**config.mk**
```make
export PLATFORM = sky130hd
export DESIGN_NAME = ball_motion_ctrl
export DESIGN_NICKNAME = d
export VERILOG_FILES = /design/src/rtl/ball_motion_ctrl.sv
export SDC_FILE = /design/constraint.sdc
export NUM_CORES = 1
export LEC_CHECK = 0
export BUFFER_PORTS_ARGS = -buffer_cell sky130_fd_sc_hd__clkbuf_2
export CAP_MARGIN = 15
export CORE_UTILIZATION = 62
export CTS_CLUSTER_SIZE = 8
export DETAILED_ROUTE_END_ITERATION = 10
export GPL_ROUTABILITY_DRIVEN = 1
export PLACE_DENSITY = 0.95
export SLEW_MARGIN = 20
export SYNTH_ARGS = -nofsm -noshare
export SYNTH_HDL_FRONTEND = slang
export SYNTH_SLANG_ARGS = --single-unit
```
**constraint.sdc**
```tcl
create_clock -name i_Clk -period 4.69 [get_ports i_Clk]
set_input_delay 0.469 -clock i_Clk [delete_from_list [all_inputs] [get_ports i_Clk]]
set_output_delay 0.469 -clock i_Clk [all_outputs]
set_load 0.05 [all_outputs]
```
**src/rtl/ball_motion_ctrl.sv**
```systemverilog
// Frame-rate motion sequencer for the bouncing ball: owns position, direction and
// game state, steps the ball once per frame while running and reports wall bounces.
module ball_motion_ctrl #(
    parameter int p_H_VISIBLE    = 640,
    parameter int p_V_VISIBLE    = 480,
    parameter int p_BALL_SIZE    = 10,
    parameter int p_SERVE_FRAMES = 60
) (
    input  logic       i_Clk,
    input  logic       i_Reset,
    input  logic       i_VReset,
    input  logic       i_Start,
    input  logic       i_Pause,
    output logic [1:0] o_State,
    output logic [9:0] o_PosX,
    output logic [8:0] o_PosY,
    output logic       o_XDir,
    output logic       o_YDir,
    output logic       o_Step,
    output logic       o_Bounce,
    output logic       o_Corner,
    output logic [7:0] o_BounceCount
);
    localparam logic [9:0] MAXX = 10'(p_H_VISIBLE - p_BALL_SIZE + 1);
    localparam logic [8:0] MAXY = 9'(p_V_VISIBLE - p_BALL_SIZE + 1);
    localparam logic [9:0] CX   = 10'(p_H_VISIBLE / 2 - p_BALL_SIZE / 2 + 1);
    localparam logic [8:0] CY   = 9'(p_V_VISIBLE / 2 - p_BALL_SIZE / 2 + 1);
    localparam int         SCW  = $clog2(p_SERVE_FRAMES + 1);

    typedef enum logic [1:0] {
        S_IDLE  = 2'b00,
        S_SERVE = 2'b01,
        S_RUN   = 2'b10,
        S_PAUSE = 2'b11
    } state_t;

    state_t           r_State, w_State;
    logic [9:0]       r_PosX, w_PosX, w_XStep;
    logic [8:0]       r_PosY, w_PosY, w_YStep;
    logic             r_XDir, w_XDir, w_XFlip;
    logic             r_YDir, w_YDir, w_YFlip;
    logic             r_Step, w_Step;
    logic             r_Bounce, w_Bounce;
    logic             r_Corner, w_Corner;
    logic [7:0]       r_BounceCount, w_BounceCount;
    logic             r_SrvTgl, w_SrvTgl;
    logic [SCW-1:0]   r_SrvCnt, w_SrvCnt;

    // Candidate next position per axis; reflecting off a wall lands one pixel inside.
    always_comb begin
        w_XFlip = 1'b0;
        w_XStep = r_PosX;
        if (!r_XDir) begin
            if (r_PosX == MAXX) begin
                w_XFlip = 1'b1;
                w_XStep = MAXX - 10'd1;
            end else begin
                w_XStep = r_PosX + 10'd1;
            end
        end else begin
            if (r_PosX == 10'd1) begin
                w_XFlip = 1'b1;
                w_XStep = 10'd2;
            end else begin
                w_XStep = r_PosX - 10'd1;
            end
        end
    end

    always_comb begin
        w_YFlip = 1'b0;
        w_YStep = r_PosY;
        if (!r_YDir) begin
            if (r_PosY == MAXY) begin
                w_YFlip = 1'b1;
                w_YStep = MAXY - 9'd1;
            end else begin
                w_YStep = r_PosY + 9'd1;
            end
        end else begin
            if (r_PosY == 9'd1) begin
                w_YFlip = 1'b1;
                w_YStep = 9'd2;
            end else begin
                w_YStep = r_PosY - 9'd1;
            end
        end
    end

    always_comb begin
        w_State       = r_State;
        w_PosX        = r_PosX;
        w_PosY        = r_PosY;
        w_XDir        = r_XDir;
        w_YDir        = r_YDir;
        w_Step        = 1'b0;
        w_Bounce      = 1'b0;
        w_Corner      = 1'b0;
        w_BounceCount = r_BounceCount;
        w_SrvTgl      = r_SrvTgl;
        w_SrvCnt      = r_SrvCnt;
        // A serve request overrides everything; serve direction alternates each time.
        if (i_Start) begin
            w_State       = S_SERVE;
            w_PosX        = CX;
            w_PosY        = CY;
            w_XDir        = r_SrvTgl;
            w_YDir        = 1'b0;
            w_SrvTgl      = ~r_SrvTgl;
            w_SrvCnt      = '0;
            w_BounceCount = 8'd0;
        end else begin
            case (r_State)
                S_SERVE: begin
                    if (!i_Pause && i_VReset) begin
                        w_SrvCnt = r_SrvCnt + 1'b1;
                        if (w_SrvCnt == SCW'(p_SERVE_FRAMES))
                            w_State = S_RUN;
                    end
                end
                S_RUN: begin
                    if (i_Pause) begin
                        w_State = S_PAUSE;
                    end else if (i_VReset) begin
                        w_PosX   = w_XStep;
                        w_PosY   = w_YStep;
                        w_XDir   = r_XDir ^ w_XFlip;
                        w_YDir   = r_YDir ^ w_YFlip;
                        w_Step   = 1'b1;
                        w_Bounce = w_XFlip | w_YFlip;
                        w_Corner = w_XFlip & w_YFlip;
                        if (w_Bounce && r_BounceCount != 8'hFF)
                            w_BounceCount = r_BounceCount + 8'd1;
                    end
                end
                S_PAUSE: begin
                    if (!i_Pause)
                        w_State = S_RUN;
                end
                default: ;
            endcase
        end
    end

    always_ff @(posedge i_Clk or posedge i_Reset) begin
        if (i_Reset) begin
            r_State       <= S_IDLE;
            r_PosX        <= CX;
            r_PosY        <= CY;
            r_XDir        <= 1'b0;
            r_YDir        <= 1'b0;
            r_Step        <= 1'b0;
            r_Bounce      <= 1'b0;
            r_Corner      <= 1'b0;
            r_BounceCount <= 8'd0;
            r_SrvTgl      <= 1'b0;
            r_SrvCnt      <= '0;
        end else begin
            r_State       <= w_State;
            r_PosX        <= w_PosX;
            r_PosY        <= w_PosY;
            r_XDir        <= w_XDir;
            r_YDir        <= w_YDir;
            r_Step        <= w_Step;
            r_Bounce      <= w_Bounce;
            r_Corner      <= w_Corner;
            r_BounceCount <= w_BounceCount;
            r_SrvTgl      <= w_SrvTgl;
            r_SrvCnt      <= w_SrvCnt;
        end
    end

    assign o_State       = r_State;
    assign o_PosX        = r_PosX;
    assign o_PosY        = r_PosY;
    assign o_XDir        = r_XDir;
    assign o_YDir        = r_YDir;
    assign o_Step        = r_Step;
    assign o_Bounce      = r_Bounce;
    assign o_Corner      = r_Corner;
    assign o_BounceCount = r_BounceCount;
endmodule

```
* After elaboration in Yosys (flattened, before gate mapping)
Cells that the tools add are included.
W data, S select, Z words.
** Storage, ports and cells
- Logic and storage cells :: 103
- Input port bits :: 5
- Register bits :: 41
- Output and inout port bits :: 34
** Operators by class
- Muxes and demuxes :: 54
- Add/sub/neg operators :: 6
- Bitwise logic cells :: 5
- Eq/ne operators :: 14
- Reductions and logical operators :: 13
** Operators with widths (count)
- $mux W10 :: 7
- $mux W9 :: 7
- $mux W8 :: 5
- $mux W1 :: 26
- $mux W6 :: 3
- $ne A3 B3 Y1 const B :: 4
- $add A10 B1 Y10 const B :: 1
- $eq A10 B1 Y1 const B :: 1
- $eq A10 B10 Y1 const B :: 1
- $mux W2 :: 5
- $reduce_bool A2 Y1 :: 5
- $sub A10 B1 Y10 const B :: 1
- $add A9 B1 Y9 const B :: 1
- $eq A9 B1 Y1 const B :: 1
- $eq A9 B9 Y1 const B :: 1
- $sub A9 B1 Y9 const B :: 1
- $add A8 B1 Y8 const B :: 1
- $ne A8 B8 Y1 const B :: 1
- $add A6 B1 Y6 const B :: 1
- $eq A6 B6 Y1 const B :: 1
- $pmux W2 S3 :: 1
- $reduce_and A5 Y1 :: 1
- $eq A2 B2 Y1 const B :: 2
- $reduce_and A4 Y1 :: 1
- 11 further kinds :: 13

* Longest topological paths before layout
Gate-level depths: netlist of run 1.
- Depth in word-level cells :: 10
- Mapped depth :: 9
- Mapped depth without buffers :: 8

* Worst setup path after synthesis of run 1
Ideal clock, no wire load.
- Kind :: reg2reg
- Start :: register r_PosY[5] (netlist: o_PosY[5])
- End :: register r_BounceCount[0] (netlist: o_BounceCount[0])
- Path buffers :: 1
- Cell stages (with the launch flop) :: 7
- Arrival time :: 2.258 ns
- Setup time :: 0.125 ns
- Required time :: 4.565 ns
- Period minus slack after synthesis :: 2.383 ns
- Path slack :: 2.307 ns
- Cells stage by stage :: dfstp_2 -> buf_2 -> and4bb_2 -> a41oi_1 -> o211a_4 -> and2b_1 -> mux2_2
** Between the ends
- Longest elaborated chain between the ends :: 7
- Elaborated cells on any way between the ends :: 9
- Those cells by class :: 2 x eq/ne; 3 x mux; 1 x bitwise; 3 x reduce/logical
** Ends and longest elaborated chain
- from (decl) :: RTL line 39 : logic [8:0] r_PosY, w_PosY, w_YStep;
- from (signal assigned) :: RTL line 161 : r_PosY <= w_PosY;
- $eq A9 B9 Y1 / $eq A9 B1 Y1 (equally long branches) :: RTL line 74, 81
- $mux W1, on equally long branches :: RTL line 74, 81
- $mux W1 (*) :: RTL line 73 : if (!r_YDir) begin
- $or A1 B1 Y1 (*) :: RTL line 130 : w_Bounce = w_XFlip | w_YFlip;
- $logic_and A1 B1 Y1 (*) :: RTL line 132 : if (w_Bounce && r_BounceCount != 8'hFF)
- $reduce_bool A2 Y1 (no source line) (*)
- $reduce_and A4 Y1 (no source line) (*)
- to (signal assigned) :: RTL line 167 : r_BounceCount <= w_BounceCount;
- to (decl) :: RTL line 45 : logic [7:0] r_BounceCount, w_BounceCount;
Mark *: on every way between the ends. The rest lies on a longest branch, timed or not.
A chain may end at the register's enable or synchronous reset.

* Final worst setup path of run 1
- Start :: register r_State[0] (netlist: o_State[0])
- End :: register r_BounceCount[6] (netlist: o_BounceCount[6])
** Between the ends
- Longest elaborated chain between the ends :: 3
** Ends and longest elaborated chain
- from (decl) :: RTL line 37 : state_t r_State, w_State;
- from (signal assigned) :: RTL line 159 : r_State <= w_State;
- $eq A2 B2 Y1 :: RTL line 113 : case (r_State)
- $reduce_bool A2 Y1 (no source line)
- $reduce_and A4 Y1 (no source line)
Every way passes these cells.

==> results.yml, run 1 <==
synthesis:
  avgSynthCellArea_um2: 8.59
  yosysMostFrequentCell: "dfrtp_1"
  ys_top_cells_by_area: "dfrtp_1 28%, dfstp_2 9.4%, ha_1 4.9%, nor2_1 4.0%, a21oi_1 3.6%"
  synth_top_area_share_pct: 27.6
  synth_seq_cells: 41
  netlist_instances: 327
  synthesis.nets: 343
  netlist-cell-type-count: 63
  yosys_warnings: 0
  yosys.area.top_type: "dfrtp_1"
  ys_seq_area_share_pct: 37.0
  async_flop_share_pct: 100
  synth_flop_cell: "dfrtp_1"
  synth_edf_count: 0
  synth_common_cells: "31 x dfrtp_1, 30 x nor2_1, 24 x nand2_1, 20 x a21oi_1, 19 x o21ai_0"
  syn_area_mm2: 0.00281
route:
  routed_via_density: 6.71
  drt-initial-drc-count: 344
  drt_wl_total_um: 6580
  ant_nets: 0
  via_count: 2726
  first_pass_iters: 6
  remaining_drc_errors: 0
  avgRoutedWirePerCell_um: 16.2
sta:
  fin_crit_ns: 2.65
  rsz0062_at_grt: "no"
  setup_violations: 0
  hold_viol_final: 0
  tns_ns: 0
  clock_skew_ns: 0.00625
  maxSlewHeadroom_pct: 40.7
  slew_viol_final: 0
  max_freq_mhz: 377
  fin_crit_sh_pct: 56.6
  tightest_slew_ns: 0.882
  holdWs_ns: 0.269
floorplanning:
  io_pins: 39
  die_area_mm2: 0.00480
  die_y_um: 69.3
  core_mm2: 0.00435
  rows: 24
  die_w_um: 69.3
  initial_utilization_pct: 64.5
clocking:
  path_clk_slew_ns: 0.08
  cts-root-buf: "clkbuf_8"
  hold_buffers: 0
  post_cts.repair.setup_buffers: 0
  post_cts_resized: 0
  clk_latency_ns: 0.30
  cts.sinks: 41
  cts_max_level: 2
  cts_tree: "yes"
  cts.path.max_buffers: 2
  numCtsBuffers: 5
layout:
  nets: 369
  n_antenna_cell: 0
  stdcell_area_mm2: 0.00307
  layout-drive-gt1-share_pct: 18.6
  area_growth_pct: 9.27
  ff_latch_area_mm2: 0.00104
  post-route-util_pct: 70.5
  fillers: 350
  multiInputGateArea_mm2: 0.00163
place:
  dpl-instance-area_mm2: 0.00298
  place.gp.congestion: 0.909
  port_buffers: 38
  dp_hpwl_um: 4520
worst_setup_path:
  startpoint: "o_State[0]"
  path_max_fanout: 18
  r2r-end: "o_BounceCount[6]"
  worstSetupPathType: "register to register"
  r2r-start: "o_State[0]"
  start_kind: "register"
  endpoint: "o_BounceCount[6]"
  cp_data_required_time_ns: 4.90
  ff2ff_path_depth: 7
  critPathCaptureType: "register"
  worstPathArrival_ns: 2.87
  r2r_slack_ns: 2.04
global_route:
  grt_max_degree: 42
  grt_pass1_vias: 2457
  grt_usage_pct: 27.6
  gr-total-overflow: 0
  grt_pass1_wl_um: 11000
  antenna_found_initial: 0
job:
  maxCapViolCount: 0
run_status:
  status: "finished, final reports clean"
power_and_ir_drop:
  p_per_area_mw_per_mm2: 271
  leakage_nw: 1.29
  p_total_mw: 0.831
  vdd_drop_max_mv: 0.223
worst_hold_path:
  min_path_type: "input pin to async pin"
## worst max-delay path: stages (launching register included)
cell and delay [ns]:
dfrtp_1 0.42, inv_1 0.09, ha_1 0.20, nand3b_1 0.49, a41oi_1 0.63, nand4_1 0.17
or3_2 0.43, a21oi_1 0.14
## cells in the final DEF (no fill, tap or decap), types with 6 or more instances in the layout
cell       n
clkbuf_2  38
dfrtp_1   31
nor2_1    30
nand2_1   24
a21oi_1   20
o21ai_0   19
nor3_1    14
inv_1     13
nand4_1   13
ha_1      11
nand3_1   10
dfstp_2   10
and3_1     7
or3_1      7
a31oi_1    6
o21a_1     6
clkbuf_8   6
## worst min path at each step
stage	from	endpoint	cells past startpoint	slack (ns)
floorplan	r_SrvTgl	r_SrvTgl	1	0.44
global placement	r_SrvTgl	r_SrvTgl	1	0.46
detailed placement	r_SrvTgl	r_SrvTgl	1	0.46
CTS	i_Reset	o_State[1]	3	0.28
global route	i_Reset	o_BounceCount[3]	3	0.33
finish	i_Reset	o_State[1]	3	0.27
## layout make-up
class	count	area share (%)
Tap cell	52	2.12
Clock buffer	8	2.94
Multi-Input combinational cell	253	53.1
Sequential cell	41	33.9
Timing Repair Buffer	39	6.44
Inverter	13	1.59
## layer usage
layer / vias up / global-route usage, % / part of all wire, %
met1: 1322 / 36.3 / 43
met3: 20 / 4.51 / 6.1
met5: - / 0 / 0
met2: 116 / 45.2 / 49
li1: 1268 / - / -
met4: 0 / 11.6 / 2.1
## stage by stage
| stage | worst slack [ns] | cells |
|---|---|---|
| finish | 2.04 | 406 |
| global route | 1.77 | 406 |
| CTS | 2.07 | 406 |
| detailed placement | 2.09 | 398 |
| global placement | 2.23 | 398 |
| floorplan | 2.31 | 327 |
## where the power goes
| part | switching, mW | internal, mW |
|---|---|---|
| registers | 0.0322 | 0.372 |
| logic | 0.127 | 0.0580 |
| clock network | 0.122 | 0.120 |
| total | 0.281 | 0.550 |
## logic make-up (layout without fill, tap and decap cells)
| kind of cell | after synthesis | count (layout) | share of synthesized area (%) |
|---|---|---|---|
| simple gates | 136 | 136 | 25.9 |
| compound gates | 91 | 91 | 22.1 |
| flops | 41 | 41 | 37.0 |
| buf+inv | 33 | 60 | 5.04 |
| fa+ha+maj | 11 | 11 | 4.90 |
| xor+xnor | 9 | 9 | 2.81 |
| mux | 6 | 6 | 2.23 |
## registers in the layout (all words and copies together) (netlist names)
name	cells
o_PosX	10
o_PosY	9
o_BounceCount	8
r_SrvCnt	6
o_State	2
o_Bounce	1
o_Corner	1
o_Step	1
o_XDir	1
o_YDir	1
r_SrvTgl	1
Note: power is estimated with default switching activity, not from simulation.
==> run 2: changes to the inputs <==
- ABC_AREA: default -> 1
- CORE_UTILIZATION: 62 -> 59
- PLACE_DENSITY: 0.95 -> 0.93
- clock period: 4.69 -> 2.72 ns (I/O delays scaled with it)
==> results.yml, run 2 <==
synthesis:
  yosysMostFrequentCell: "nand2_1"
  async_flop_share_pct: 100
  synth_common_cells: "85 x nand2_1, 51 x nor2_1, 40 x inv_1, 35 x nand3_1, 31 x dfrtp_1"
  avgSynthCellArea_um2: 7.37
  yosys.area.top_type: "dfrtp_1"
  syn_area_mm2: 0.00304
  netlist_instances: 413
  synth_flop_cell: "dfrtp_1"
  synth_top_area_share_pct: 25.5
  synthesis.nets: 429
  synth_seq_cells: 41
  netlist-cell-type-count: 38
  synth_edf_count: 0
  ys_top_cells_by_area: "dfrtp_1 25%, nand2_1 10%, dfstp_2 8.6%, nor2_1 6.3%, nand3_1 5.8%"
  yosys_warnings: 0
  ys_seq_area_share_pct: 34.1
route:
  routed_via_density: 5.72
  remaining_drc_errors: 0
  first_pass_iters: 6
  drt_wl_total_um: 7710
  drt-initial-drc-count: 189
  via_count: 2964
  ant_nets: 0
  avgRoutedWirePerCell_um: 14.9
worst_setup_path:
  r2r_slack_ns: 0.81
  worstPathArrival_ns: 2.15
  cp_slowest_stage_delay_ns: 0.43
  cp_data_required_time_ns: 2.96
  critPathCaptureType: "register"
  cp_common_cell: "inv_1"
  crit_path_top_delay_cell: "dfrtp_1"
  start_kind: "register"
  ff2ff_path_depth: 11
  path_cells: "inv_1 -> ha_1 -> inv_1 -> nand2_1 -> nand2_2 -> nor2_4 -> inv_2 -> a21oi_1 -> o21ai_1 -> o21ai_1 -> inv_1"
  path_max_fanout: 18
  worstSetupPathType: "register to register"
clocking:
  cts.sinks: 41
  cts.path.max_buffers: 2
  numCtsBuffers: 5
  cts_max_level: 2
  cts_tree: "yes"
  path_clk_slew_ns: 0.08
  cts-root-buf: "clkbuf_8"
  clk_latency_ns: 0.31
  post_cts_resized: 0
layout:
  area_growth_pct: 10.6
  final_cell_mix: "85 x nand2_1, 51 x nor2_1, 40 x inv_1"
  fillers: 410
  layout-drive-gt1-share_pct: 20.6
  largest_reg_flops: 10
  n_antenna_cell: 0
  nets: 466
  mostFrequentLayoutCell: "nand2_1"
floorplanning:
  initial_utilization_pct: 62.8
  core_mm2: 0.00485
  die_area_mm2: 0.00545
  die_w_um: 73.8
  rows: 25
  io_pins: 39
  die_y_um: 73.8
power_and_ir_drop:
  p_total_mw: 3.52
  p_sw_share_pct: 53.9
  switchingPower_mw: 1.90
  pwr-share-comb_pct: 52.7
  p_int_mw: 1.62
  p_per_area_mw_per_mm2: 1040
  leakage_nw: 1.64
  seq_power_share_pct: 32.6
  p_clk_share_pct: 14.7
  vdd_drop_max_mv: 0.716
job:
  maxCapViolCount: 0
global_route:
  grtUsageMet3_pct: 6.31
  grt_util_met2_pct: 51.9
  grt.busiest_layer: "met2"
  gr-total-overflow: 0
  grt_use_met1_pct: 38.3
  grt_pass1_wl_um: 12500
  grt_max_degree: 26
  grt_pass1_vias: 2743
  grt_usage_pct: 30.9
  antenna_found_initial: 0
worst_hold_path:
  min_path_type: "input pin to register"
  hold_depth: 2
sta:
  clock_skew_ns: 0.00533
  hold_viol_final: 0
  setup_violations: 0
  fin_crit_ns: 1.91
  max_freq_mhz: 523
  maxSlewHeadroom_pct: 68.3
  tightest_slew_ns: 0.474
  slew_viol_final: 0
  fin_crit_sh_pct: 70.3
  rsz0062_at_grt: "no"
  tns_ns: 0
run_status:
  status: "finished, final reports clean"
place:
  port_buffers: 38
  dp_hpwl_um: 5660
  place.gp.congestion: 0.913
## run 2: changes by cell type after synthesis, moves of 8 or more
| cell | delta |
|---|---|
| nand2_1 | +61 |
| inv_1 | +27 |
| nand3_1 | +25 |
| nor2_1 | +21 |
| clkbuf_1 | -16 |
| nand2_2 | +12 |
| xor2_1 | +12 |
| a21oi_1 | -10 |
| inv_2 | +8 |
## run 2: power groups by stage
stage | clock network, mW | registers, mW | logic (mW)
2_1_floorplan | 0 | 1.56 | 1.02
3_3_place_gp | 0 | 1.13 | 1.80
3_5_place_dp | 0 | 1.15 | 1.83
4_1_cts | 0.524 | 1.14 | 1.85
5_1_grt | 0.547 | 1.17 | 2.03
6_report | 0.517 | 1.15 | 1.85
## run 2: critical path, delay by kind of cell, from the launching register on
family / cells / cell delay, ns
simple gates: 3 / 0.64
flops: 1 / 0.43
buf+inv: 4 / 0.32
compound gates: 3 / 0.30
fa+ha+maj: 1 / 0.15
## run 2: cell families after synthesis
group	after synthesis	synth area share, %
adders and majority gates	11	4.52
AOI/OAI and AO/OA	53	9.58
and+or+nand+nor	224	35.9
DFF	41	34.1
xor gates and xnor gates	23	6.62
buffers and inverters	61	9.21
## run 2: routing by layer
metal / wire (µm) / part of all wire, %
met5: 0 / 0
met4: 203 / 2.6
met3: 563 / 7.3
met2: 3810 / 49
met1: 3130 / 41
## run 2: worst paths after layout
kind / startpoint / endpoint
setup / recovery: o_State[0] / o_PosX[2]
hold / removal: i_Start / r_SrvCnt[4]
setup reg to reg: o_State[0] / o_PosX[2]
hold reg to reg: r_SrvTgl / r_SrvTgl
max in group asynchronous: i_Reset / o_PosX[5]
min in group asynchronous: i_Reset / o_State[0]
## run 2: through the flow
stage          hold slack [ns]  utilization [%]  cell area [µm²]  setup WS (ns)  instances
2_1_floorplan            0.442                -             3040          0.824        413
3_3_place_gp             0.303             66.8             3240          0.868        509
3_5_place_dp             0.314             66.8             3240          0.741        509
4_1_cts                  0.367             69.4             3370          0.835        518
5_1_grt                  0.388             69.4             3370          0.644        518
6_report                 0.374             69.4             3370          0.807        518
## run 2: final cells by class
| cell class | instances | area [µm²] | share of cell area, % |
|---|---|---|---|
| repair buffers | 41 | 215 | 6.39 |
| clock buffers | 7 | 86.3 | 2.56 |
| flip-flops and latches | 41 | 1040 | 30.8 |
| well taps | 67 | 83.8 | 2.49 |
| clock inverters | 1 | 30.0 | 0.892 |
| inverters | 50 | 189 | 5.61 |
| multi-input cells | 311 | 1720 | 51.2 |
## run 2: timing repair
action                    CTS  global route
buffers inserted            0             0
hold buffers                1             0
hold endpoints to repair   11             0
